[config.mk]
export PLATFORM = sky130hd
export DESIGN_NAME = usb_rx_unstuff_flat
export DESIGN_NICKNAME = d
export VERILOG_FILES = /design/src/rtl/usb_rx_pkg.sv /design/src/rtl/usb_rx_if.sv /design/src/rtl/usb_nrzi_dec.sv /design/src/rtl/usb_rx_unstuff.sv /design/src/flat_wrapper.sv
export SDC_FILE = /design/constraint.sdc
export NUM_CORES = 1
export LEC_CHECK = 0
export CORE_ASPECT_RATIO = 0.6
export CORE_MARGIN = 10
export CORE_UTILIZATION = 47
export DETAILED_ROUTE_END_ITERATION = 6
export GPL_TIMING_DRIVEN = 0
export PLACE_DENSITY = 0.71
export SLEW_MARGIN = 20
export SYNTH_ARGS = -nofsm -noshare
export SYNTH_HDL_FRONTEND = slang
export SYNTH_HIERARCHICAL = 1
export SYNTH_SLANG_ARGS = --single-unit
export TNS_END_PERCENT = 50
[constraint.sdc]
create_clock -name clk -period 5.9 [get_ports clk]
set_input_delay 1.18 -clock clk [delete_from_list [all_inputs] [get_ports clk]]
set_output_delay 1.18 -clock clk [all_outputs]
set_load 0.05 [all_outputs]
[src/rtl/usb_rx_pkg.sv]
// rtl/usb_rx_pkg.sv - shared types and default constants for the USB receive front end
package usb_rx_pkg;

    typedef enum logic [1:0] {
        LS_J,
        LS_K,
        LS_SE0,
        LS_SE1
    } line_state_e;

    typedef enum logic [2:0] {
        IDLE,
        SYNC,
        DATA,
        EOP,
        ABORT
    } rx_state_e;

    localparam int SYNC_LEN_DEF     = 8;
    localparam int STUFF_LIMIT_DEF  = 6;
    localparam int IDLE_STROBES_DEF = 7;

    // Map the synchronized (dp,dm) pair onto a line state.
    function automatic line_state_e classify(input logic dp, input logic dm);
        line_state_e ls;
        case ({dp, dm})
            2'b10:   ls = LS_J;
            2'b01:   ls = LS_K;
            2'b00:   ls = LS_SE0;
            default: ls = LS_SE1;
        endcase
        return ls;
    endfunction

endpackage

[src/rtl/usb_rx_if.sv]
// rtl/usb_rx_if.sv - line-side inputs and decoded-stream outputs of the receive front end
interface usb_rx_if;

    logic bit_stb;
    logic dp;
    logic dm;
    logic rx_bit;
    logic rx_bit_val;
    logic rx_active;
    logic rx_cancel;
    logic rx_eop;
    logic rx_err;

    modport master (
        output bit_stb, dp, dm,
        input  rx_bit, rx_bit_val, rx_active, rx_cancel, rx_eop, rx_err
    );

    modport slave (
        input  bit_stb, dp, dm,
        output rx_bit, rx_bit_val, rx_active, rx_cancel, rx_eop, rx_err
    );

endinterface

[src/rtl/usb_nrzi_dec.sv]
// rtl/usb_nrzi_dec.sv - line-state classification and NRZI decode against the last J/K level
module usb_nrzi_dec
    import usb_rx_pkg::*;
(
    input  logic        clk,
    input  logic        rst,
    input  logic        bit_stb,
    input  logic        dp,
    input  logic        dm,
    output line_state_e ls,
    output logic        dec_bit
);

    line_state_e prev_ls_q;
    line_state_e prev_ls_d;

    // Classify the sample; an unchanged J/K level decodes as 1, a transition as 0.
    always_comb begin
        ls        = classify(dp, dm);
        dec_bit   = (ls == prev_ls_q);
        prev_ls_d = prev_ls_q;
        if (bit_stb && (ls == LS_J || ls == LS_K)) begin
            prev_ls_d = ls;
        end
    end

    // Remember the last J/K level seen on a strobe; SE0/SE1 leave it untouched.
    always_ff @(posedge clk) begin
        if (rst) begin
            prev_ls_q <= LS_J;
        end else begin
            prev_ls_q <= prev_ls_d;
        end
    end

endmodule

[src/rtl/usb_rx_unstuff.sv]
// rtl/usb_rx_unstuff.sv - SYNC hunt, bit unstuffing, EOP detection and registered receive outputs
module usb_rx_unstuff
    import usb_rx_pkg::*;
#(
    parameter int SYNC_LEN     = SYNC_LEN_DEF,
    parameter int STUFF_LIMIT  = STUFF_LIMIT_DEF,
    parameter int IDLE_STROBES = IDLE_STROBES_DEF
) (
    input logic     clk,
    input logic     rst,
    usb_rx_if.slave bus
);

    localparam int ZC_W = $clog2(SYNC_LEN);
    localparam int OC_W = $clog2(STUFF_LIMIT + 1);
    localparam int IC_W = $clog2(IDLE_STROBES + 1);

    localparam logic [ZC_W-1:0] ZC_LAST  = ZC_W'(SYNC_LEN - 1);
    localparam logic [OC_W-1:0] OC_LIMIT = OC_W'(STUFF_LIMIT);
    localparam logic [IC_W-1:0] IC_LAST  = IC_W'(IDLE_STROBES - 1);

    line_state_e ls;
    logic        dec_bit;

    rx_state_e       state_q, state_d;
    logic [ZC_W-1:0] zero_cnt_q, zero_cnt_d;
    logic [OC_W-1:0] ones_cnt_q, ones_cnt_d;
    logic [2:0]      bit_cnt_q, bit_cnt_d;
    logic [IC_W-1:0] idle_cnt_q, idle_cnt_d;
    logic            rx_bit_q, rx_bit_d;
    logic            rx_bit_val_q, rx_bit_val_d;
    logic            rx_active_q, rx_active_d;
    logic            rx_cancel_q, rx_cancel_d;
    logic            rx_eop_q, rx_eop_d;
    logic            rx_err_q, rx_err_d;
    logic            do_abort;

    usb_nrzi_dec u_nrzi (
        .clk     (clk),
        .rst     (rst),
        .bit_stb (bus.bit_stb),
        .dp      (bus.dp),
        .dm      (bus.dm),
        .ls      (ls),
        .dec_bit (dec_bit)
    );

    // Next-state and output decode; everything advances only on a bit strobe.
    always_comb begin
        state_d      = state_q;
        zero_cnt_d   = zero_cnt_q;
        ones_cnt_d   = ones_cnt_q;
        bit_cnt_d    = bit_cnt_q;
        idle_cnt_d   = idle_cnt_q;
        rx_bit_d     = rx_bit_q;
        rx_bit_val_d = 1'b0;
        rx_active_d  = rx_active_q;
        rx_cancel_d  = 1'b0;
        rx_eop_d     = 1'b0;
        rx_err_d     = 1'b0;
        do_abort     = 1'b0;

        if (bus.bit_stb) begin
            case (state_q)
                IDLE: begin
                    if (ls == LS_K) begin
                        state_d    = SYNC;
                        zero_cnt_d = ZC_W'(1);
                    end else if (ls == LS_SE1) begin
                        state_d    = ABORT;
                        idle_cnt_d = '0;
                        rx_err_d   = 1'b1;
                    end
                end
                SYNC: begin
                    if (ls == LS_J || ls == LS_K) begin
                        if (!dec_bit) begin
                            if (zero_cnt_q == ZC_LAST) begin
                                // SYNC ran longer than allowed
                                state_d    = IDLE;
                                zero_cnt_d = '0;
                                rx_err_d   = 1'b1;
                            end else begin
                                zero_cnt_d = zero_cnt_q + ZC_W'(1);
                            end
                        end else if (zero_cnt_q == ZC_LAST) begin
                            // SYNC's closing 1 already counts toward the stuffing run
                            state_d     = DATA;
                            zero_cnt_d  = '0;
                            ones_cnt_d  = OC_W'(1);
                            bit_cnt_d   = 3'd0;
                            rx_active_d = 1'b1;
                        end else begin
                            state_d    = IDLE;
                            zero_cnt_d = '0;
                            rx_err_d   = 1'b1;
                        end
                    end else begin
                        state_d    = ABORT;
                        zero_cnt_d = '0;
                        idle_cnt_d = '0;
                        rx_err_d   = 1'b1;
                    end
                end
                DATA: begin
                    if (ls == LS_SE0) begin
                        state_d = EOP;
                    end else if (ls == LS_SE1) begin
                        do_abort = 1'b1;
                    end else if (ones_cnt_q == OC_LIMIT) begin
                        if (!dec_bit) begin
                            ones_cnt_d = '0;
                        end else begin
                            do_abort = 1'b1;
                        end
                    end else begin
                        rx_bit_d     = dec_bit;
                        rx_bit_val_d = 1'b1;
                        bit_cnt_d    = bit_cnt_q + 3'd1;
                        ones_cnt_d   = dec_bit ? ones_cnt_q + OC_W'(1) : '0;
                    end
                end
                EOP: begin
                    if (ls == LS_J) begin
                        state_d     = IDLE;
                        rx_active_d = 1'b0;
                        if (bit_cnt_q == 3'd0) begin
                            rx_eop_d = 1'b1;
                        end else begin
                            rx_err_d    = 1'b1;
                            rx_cancel_d = 1'b1;
                        end
                    end else if (ls != LS_SE0) begin
                        do_abort = 1'b1;
                    end
                end
                ABORT: begin
                    if (ls == LS_J) begin
                        if (idle_cnt_q == IC_LAST) begin
                            state_d    = IDLE;
                            idle_cnt_d = '0;
                        end else begin
                            idle_cnt_d = idle_cnt_q + IC_W'(1);
                        end
                    end else begin
                        idle_cnt_d = '0;
                    end
                end
                default: begin
                    state_d = IDLE;
                end
            endcase

            if (do_abort) begin
                state_d     = ABORT;
                idle_cnt_d  = '0;
                rx_active_d = 1'b0;
                rx_cancel_d = 1'b1;
                rx_err_d    = 1'b1;
            end
        end
    end

    // State, counters and registered outputs.
    always_ff @(posedge clk) begin
        if (rst) begin
            state_q      <= IDLE;
            zero_cnt_q   <= '0;
            ones_cnt_q   <= '0;
            bit_cnt_q    <= 3'd0;
            idle_cnt_q   <= '0;
            rx_bit_q     <= 1'b0;
            rx_bit_val_q <= 1'b0;
            rx_active_q  <= 1'b0;
            rx_cancel_q  <= 1'b0;
            rx_eop_q     <= 1'b0;
            rx_err_q     <= 1'b0;
        end else begin
            state_q      <= state_d;
            zero_cnt_q   <= zero_cnt_d;
            ones_cnt_q   <= ones_cnt_d;
            bit_cnt_q    <= bit_cnt_d;
            idle_cnt_q   <= idle_cnt_d;
            rx_bit_q     <= rx_bit_d;
            rx_bit_val_q <= rx_bit_val_d;
            rx_active_q  <= rx_active_d;
            rx_cancel_q  <= rx_cancel_d;
            rx_eop_q     <= rx_eop_d;
            rx_err_q     <= rx_err_d;
        end
    end

    assign bus.rx_bit     = rx_bit_q;
    assign bus.rx_bit_val = rx_bit_val_q;
    assign bus.rx_active  = rx_active_q;
    assign bus.rx_cancel  = rx_cancel_q;
    assign bus.rx_eop     = rx_eop_q;
    assign bus.rx_err     = rx_err_q;

endmodule

[src/flat_wrapper.sv]
// flat-port wrapper written by rule: the top's interface ports become plain ports
module usb_rx_unstuff_flat import usb_rx_pkg::*;
#(
    parameter int SYNC_LEN     = SYNC_LEN_DEF,
    parameter int STUFF_LIMIT  = STUFF_LIMIT_DEF,
    parameter int IDLE_STROBES = IDLE_STROBES_DEF
)
  (clk, rst, bus_bit_stb, bus_dp, bus_dm, bus_rx_bit, bus_rx_bit_val, bus_rx_active, bus_rx_cancel, bus_rx_eop, bus_rx_err);
  usb_rx_if bus_i ();
  input logic clk;
  input logic rst;
  input wire logic [$bits(bus_i.bit_stb)-1:0] bus_bit_stb;
  input wire logic [$bits(bus_i.dp)-1:0] bus_dp;
  input wire logic [$bits(bus_i.dm)-1:0] bus_dm;
  output wire logic [$bits(bus_i.rx_bit)-1:0] bus_rx_bit;
  output wire logic [$bits(bus_i.rx_bit_val)-1:0] bus_rx_bit_val;
  output wire logic [$bits(bus_i.rx_active)-1:0] bus_rx_active;
  output wire logic [$bits(bus_i.rx_cancel)-1:0] bus_rx_cancel;
  output wire logic [$bits(bus_i.rx_eop)-1:0] bus_rx_eop;
  output wire logic [$bits(bus_i.rx_err)-1:0] bus_rx_err;
  assign bus_i.bit_stb = bus_bit_stb;
  assign bus_i.dp = bus_dp;
  assign bus_i.dm = bus_dm;
  assign bus_rx_bit = bus_i.rx_bit;
  assign bus_rx_bit_val = bus_i.rx_bit_val;
  assign bus_rx_active = bus_i.rx_active;
  assign bus_rx_cancel = bus_i.rx_cancel;
  assign bus_rx_eop = bus_i.rx_eop;
  assign bus_rx_err = bus_i.rx_err;
  usb_rx_unstuff #(.SYNC_LEN(SYNC_LEN), .STUFF_LIMIT(STUFF_LIMIT), .IDLE_STROBES(IDLE_STROBES)) u_core (.clk(clk), .rst(rst), .bus(bus_i));
endmodule
==> results of run 1 <==
[cell families after synthesis]
logic type / after synthesis / synth area share
flip-flops: 23 / 0.313
adder cells (fa/ha/maj): 9 / 0.0766
XOR/XNOR: 1 / 0.00596
AO/OA/AOI/OAI: 43 / 0.195
AND/OR/NAND/NOR: 80 / 0.310
buffers and inverters: 20 / 0.0579
multiplexers: 6 / 0.0417
[layout make-up]
class,instances,area [sq um],share of cell area
repair buffers,10,100,0.0600
clock buffers,3,41.3,0.0247
multi-input cells,139,925,0.554
inverters,9,33.8,0.0202
clock inverters,1,5.00,0.00300
flip-flops and latches,23,460,0.276
well taps,42,52.6,0.0315
plain buffers,11,51.3,0.0307
[per-layer routing]
| metal | global-route usage | part of all wire | routed length, um |
|---|---|---|---|
| met2 | 0.191 | 0.43 | 1560 |
| met3 | 0.0366 | 0.068 | 246 |
| met4 | 0.0172 | 0.0039 | 14 |
| met1 | 0.171 | 0.49 | 1770 |
| met5 | 0 | 0 | 0 |
[through the flow]
step / instance area [sq um] / instances / setup WS (ns)
floorplan: 1470 / 182 / 2.34
detailed placement: 1620 / 234 / 1.62
global placement: 1620 / 234 / 1.65
global route: 1670 / 238 / 1.77
finish: 1670 / 238 / 1.90
CTS: 1670 / 238 / 1.90
[report_power, final]
group | switching [mW] | internal, mW | leakage, nW
logic | 0.0421 | 0.0256 | 0.423
clock network | 0.0518 | 0.0473 | 0.0255
registers | 0.00328 | 0.159 | 0.186
[placed cells by master, fill, tap and decap left out, drive strengths merged, types with 3 or more instances in the layout]
cell type	count
nor2b	5
a21oi	15
clkbuf	8
dfxtp	23
mux2i	5
a211oi	3
nor4b	3
nand2	14
nor4	4
nand3	4
nor2	21
nor3b	3
clkdlybuf4s50	10
inv	9
buf	6
ha	9
nand2b	4
nor3	7
o21ai	10
nand3b	4
[final timing paths]
path	endpoint	slack, ns	depth (start not counted)
worst min register to register	u_core/u_nrzi/prev_ls_q[0]	0.48	2
worst max register to register	u_core/state_q[2]	3.21	8
worst min-delay path	u_core/u_nrzi/prev_ls_q[0]	0.48	2
worst max-delay path	u_core/state_q[2]	1.90	11
[sequential cells by signal (all words and copies together), names as in the netlist]
name / flops
u_core/ones_cnt_q: 3
u_core/bus.rx_eop: 1
u_core/state_q: 3
u_core/zero_cnt_q: 3
u_core/u_nrzi/prev_ls_q: 2
u_core/bus.rx_err: 1
u_core/bit_cnt_q: 3
u_core/bus.rx_cancel: 1
u_core/bus.rx_bit: 1
u_core/idle_cnt_q: 3
u_core/bus.rx_bit_val: 1
u_core/bus.rx_active: 1
[worst max-delay path: cells and delay by family]
family	cells	cell delay, ns
simple gates	5	1.56
buf+inv	3	0.74
compound gates	2	0.51
fa+ha+maj	1	0.22
==> qor.yml, run 1 <==
grt_pass1_vias: 1237
setup_violations: 0
reg2reg_from: "u_core/u_nrzi/prev_ls_q[0]"
firstDrtPassIters: 4
yosysMostFrequentCell: "dfxtp_1"
max_cap_viol_count: 0
cts_buffer_depth: 2
arrival_ns: 4.22
viasPerCell: 5.82
worstPathCellList: "clkdlybuf4s50_1, inv_1, ha_1, or3_1, a21oi_1, buf_4, nand3_1, a32o_1, or4_4, or4_1, nand2_1"
final_util: 0.570
relSlewSlack: 0.576
setup_tns_ns: 0
clk_pin_slew_ns: 0.08
grt_pass1_wl_mm: 6.08
worstPathRequired_ns: 6.12
place_hpwl_mm: 2.75
fp-row-count: 15
grt_usage: 0.125
diodes: 0
drt-total-wl_mm: 3.60
synth_nets: 196
synth_common_cells: "23 x dfxtp_1, 21 x nor2_1, 14 x a21oi_1, 14 x nand2_1"
postSynth.asyncResetShare: 0
post_cts_buffers: 0
crit_slowest_cell: "or4_4"
crit_path_start_kind: "primary input"
drive_gt1_frac: 0.0969
syn_to_final_growth_pct: 13.5
core_area_sq_um: 2930
clock_sinks: 23
num-fill-cells: 277
min_period_over_period: 0.678
die_h_um: 63.3
hold_class: "reg -> reg"
period_needed_ns: 4.00
worst_hold_startpoint: "u_core/u_nrzi/prev_ls_q[0]"
status: "complete, no violations"
holdWs_ns: 0.475
cts_inserted_buffers: 3
routedWlPerCell_um: 15.1
max_clock_freq_mhz: 250
antenna_found_initial: 0
tightest_slew_ns: 0.629
worst_path_largest_cell_delay_ns: 0.55
worstPathMaxFanout: 10
p_leak_nw: 0.634
synth_warnings: 6
ant_nets: 0
clock_tree.root_cell: "clkbuf_8"
cts-resized-gates: 0
p_total_uw: 329
slew_viol_final: 0
cts_hold_buffers: 0
peakVddDrop_mv: 0.0953
io_buffers: 10
grt_overflow: 0
endpoint_kind: "flop"
syn_inst: 182
drcViolationCount: 0
power_per_cell_area_nw_per_um2: 197
synth_cell_types: 48
ys_ff_latch: 23
crit_type: "in -> reg"
synth_edf_count: 0
vias: 1386
yosysSeqAreaShare: 0.313
hold_viol_final: 0
clock_skew_ns: 0.00389
htreeDepth: 1
cts_tree: "done"
rsz0062_at_grt: "false"
nNetsFinal: 211
syn_area_sq_um: 1470
place.gp.congestion: 0.940
die_w_um: 92.2
worstSkewPairLatency_ns: 0.27
synth_flop_cell: "dfxtp_1"
dr.first_iter.drc_count: 99
startpoint: "bus_dp"
initial_core_util: 0.502
yosys.area.top_type: "dfxtp_1"
synthTopCellsByArea: "dfxtp_1 31%, ha_1 7.7%, nor2_1 5.4%"
syn-mean-instance-area_sq_um: 8.08
ios: 11
grt_max_degree: 14
design.die.area_sq_um: 5840
yosysTopAreaCellShare: 0.313
(Power assumes the default switching activity.)
==> run 2: changes to the inputs <==
--- a/config.mk
+++ b/config.mk
@@ -10,7 +10,7 @@
 export CORE_UTILIZATION = 47
 export DETAILED_ROUTE_END_ITERATION = 6
 export GPL_TIMING_DRIVEN = 0
-export PLACE_DENSITY = 0.71
+export PLACE_DENSITY = 0.74
 export SLEW_MARGIN = 20
 export SYNTH_ARGS = -nofsm -noshare
 export SYNTH_HDL_FRONTEND = slang
==> constraint.sdc (replaced) <==
create_clock -name clk -period 3.68 [get_ports clk]
set_input_delay 0.736 -clock clk [delete_from_list [all_inputs] [get_ports clk]]
set_output_delay 0.736 -clock clk [all_outputs]
set_load 0.05 [all_outputs]
==> run 2 against run 1 <==
Net effect: via count fell by 1.7%; routed wire length fell by 5.2%; final cell count did not move; clock-buffer cell count did not move; hold slack got worse by 0.0029 ns; sequential cell count did not move; register-to-register slack got worse by 2.2 ns; clock skew barely moved; final area did not move.
==> qor.yml, run 2 (same netlist as run 1, synthesis figures left out) <==
status: "complete, no violations"
cts_hold_buffers: 0  # unchanged
die_h_um: 63.3  # unchanged
final_util: 0.570  # unchanged
relSlewSlack: 0.627  # +0.0501
io_buffers: 10  # unchanged
clock_skew_ns: 0.00377  # -0.000122 ns
core_area_sq_um: 2930  # unchanged
viasPerCell: 5.72  # -1.7%
clock_sinks: 23  # unchanged
rsz0062_at_grt: "false"
vias: 1362  # -1.7%
clk_pin_slew_ns: 0.08  # about the same
worstPathMaxFanout: 10  # unchanged
grt_usage: 0.118  # -0.00690
grt_pass1_vias: 1263  # +2.1%
crit_type: "in -> reg"
diodes: 0  # unchanged
design.die.area_sq_um: 5840  # unchanged
nNetsFinal: 211  # unchanged
clock_tree.root_cell: "clkbuf_8"
seq_area_sq_um: 460  # unchanged
setup_tns_ns: 0  # unchanged
min_period_over_period: 0.963
grt_max_degree: 14  # unchanged
setup_violations: 0  # unchanged
period_needed_ns: 3.54
p_leak_nw: 0.634  # unchanged
arrival_ns: 3.75  # -0.47 ns
multi_input_area_sq_um: 925  # unchanged
slew_viol_final: 0  # unchanged
ios: 11  # unchanged
cp_top_family: "simple AND/OR/NAND/NOR gates"
drive_gt1_frac: 0.0969  # unchanged
cts_tree: "done"
tightest_slew_ns: 0.555  # -0.0745 ns
crit_path_start_kind: "primary input"
grt_pass1_wl_mm: 5.89  # -3.2%
dr.first_iter.drc_count: 265  # +170%
endpoint_kind: "flop"
timing.final.ws_setup_ns: 0.137  # -1.76 ns
worstPathCellList: "clkdlybuf4s50_1, inv_1, ha_1, or3_1, a21oi_1, buf_4, nand3_1, a32o_1, or4_4, or4_1, nand2_1"
holdWs_ns: 0.472  # -0.00295 ns
grt_overflow: 0  # unchanged
hold_viol_final: 0  # unchanged
worst_path_largest_cell_delay_ns: 0.54  # about the same
max_cap_viol_count: 0  # unchanged
worstSkewPairLatency_ns: 0.26  # about the same
pre_cts_slack_ns: -0.113  # -1.73 ns
hold_class: "reg -> reg"
routedWlPerCell_um: 14.3  # -5.2%
cts-resized-gates: 0  # unchanged
ant_nets: 0  # unchanged
drcViolationCount: 0  # unchanged
antenna_found_initial: 0  # unchanged
final_common_cell: "dfxtp_1"
crit_slowest_cell: "or4_4"
crit_buf_inv: 3  # unchanged
power_per_cell_area_nw_per_um2: 314  # +59%
initial_core_util: 0.502  # unchanged
max_clock_freq_mhz: 282
most-common-layout-cells: "23 x dfxtp_1, 21 x nor2_1, 14 x nand2_1, 14 x a21oi_1, 10 x clkdlybuf4s50_1"
fp-row-count: 15  # unchanged
cts_buffer_depth: 2  # unchanged
htreeDepth: 1  # unchanged
drt-total-wl_mm: 3.41  # -5.2%
place_hpwl_mm: 2.62  # -4.8%
firstDrtPassIters: 4  # unchanged
cts_inserted_buffers: 3  # unchanged
place.gp.congestion: 0.930  # -1.0%
worstPathRequired_ns: 3.89  # -2.23 ns
num-fill-cells: 278  # +0.36%
syn_to_final_growth_pct: 13.5  # unchanged
peakVddDrop_mv: 0.218  # +130%
post_cts_buffers: 0  # unchanged
die_w_um: 92.2  # unchanged
run 2: cell counts in the layout (fill, tap and decap cells not counted):
No cell type changed its count.
run 2: through the flow:
| step | total power, mW | area [sq um] | std cells |
|---|---|---|---|
| finish | 0.524 | 1670 | 238 |
| global route | 0.550 | 1670 | 238 |
| CTS | 0.527 | 1670 | 238 |
| detailed placement | 0.370 | 1620 | 234 |
| global placement | 0.366 | 1620 | 234 |
| floorplan | 0.342 | 1470 | 182 |
run 2: worst paths after layout:
check                                   from                         end  slack (ns)  depth (start not counted)
hold reg to reg   u_core/u_nrzi/prev_ls_q[0]  u_core/u_nrzi/prev_ls_q[0]        0.47                          2
setup reg to reg  u_core/u_nrzi/prev_ls_q[0]           u_core/state_q[2]        1.02                          8
setup / recovery                      bus_dp           u_core/state_q[2]        0.14                         11
hold / removal    u_core/u_nrzi/prev_ls_q[0]  u_core/u_nrzi/prev_ls_q[0]        0.47                          2
run 2: final cells by class:
class	instances	area share
repair buffers	10	0.0600
inverters	9	0.0202
well taps	42	0.0315
multi-input cells	139	0.554
clock buffers	3	0.0247
clock inverters	1	0.00300
plain buffers	11	0.0307
flip-flops and latches	23	0.276
run 2: report_power, final:
| group | total, mW | switching, mW | internal [mW] |
|---|---|---|---|
| Clock | 0.158 | 0.0827 | 0.0756 |
| Combinational | 0.107 | 0.0659 | 0.0410 |
| Sequential | 0.259 | 0.00467 | 0.254 |
| Total | 0.524 | 0.153 | 0.371 |
run 2: tightest hold or removal path: cells and delay by family, from the launching register on:
kind            cells  cell delay, ns
buf+inv             1            0.05
flops               1            0.33
compound gates      1            0.05
run 2: routing by layer:
| layer | global-route usage | share of wire |
|---|---|---|
| met1 | 0.159 | 0.46 |
| met2 | 0.182 | 0.45 |
| met3 | 0.0343 | 0.087 |
| met4 | 0.0211 | 0.0038 |
| met5 | 0 | 0 |
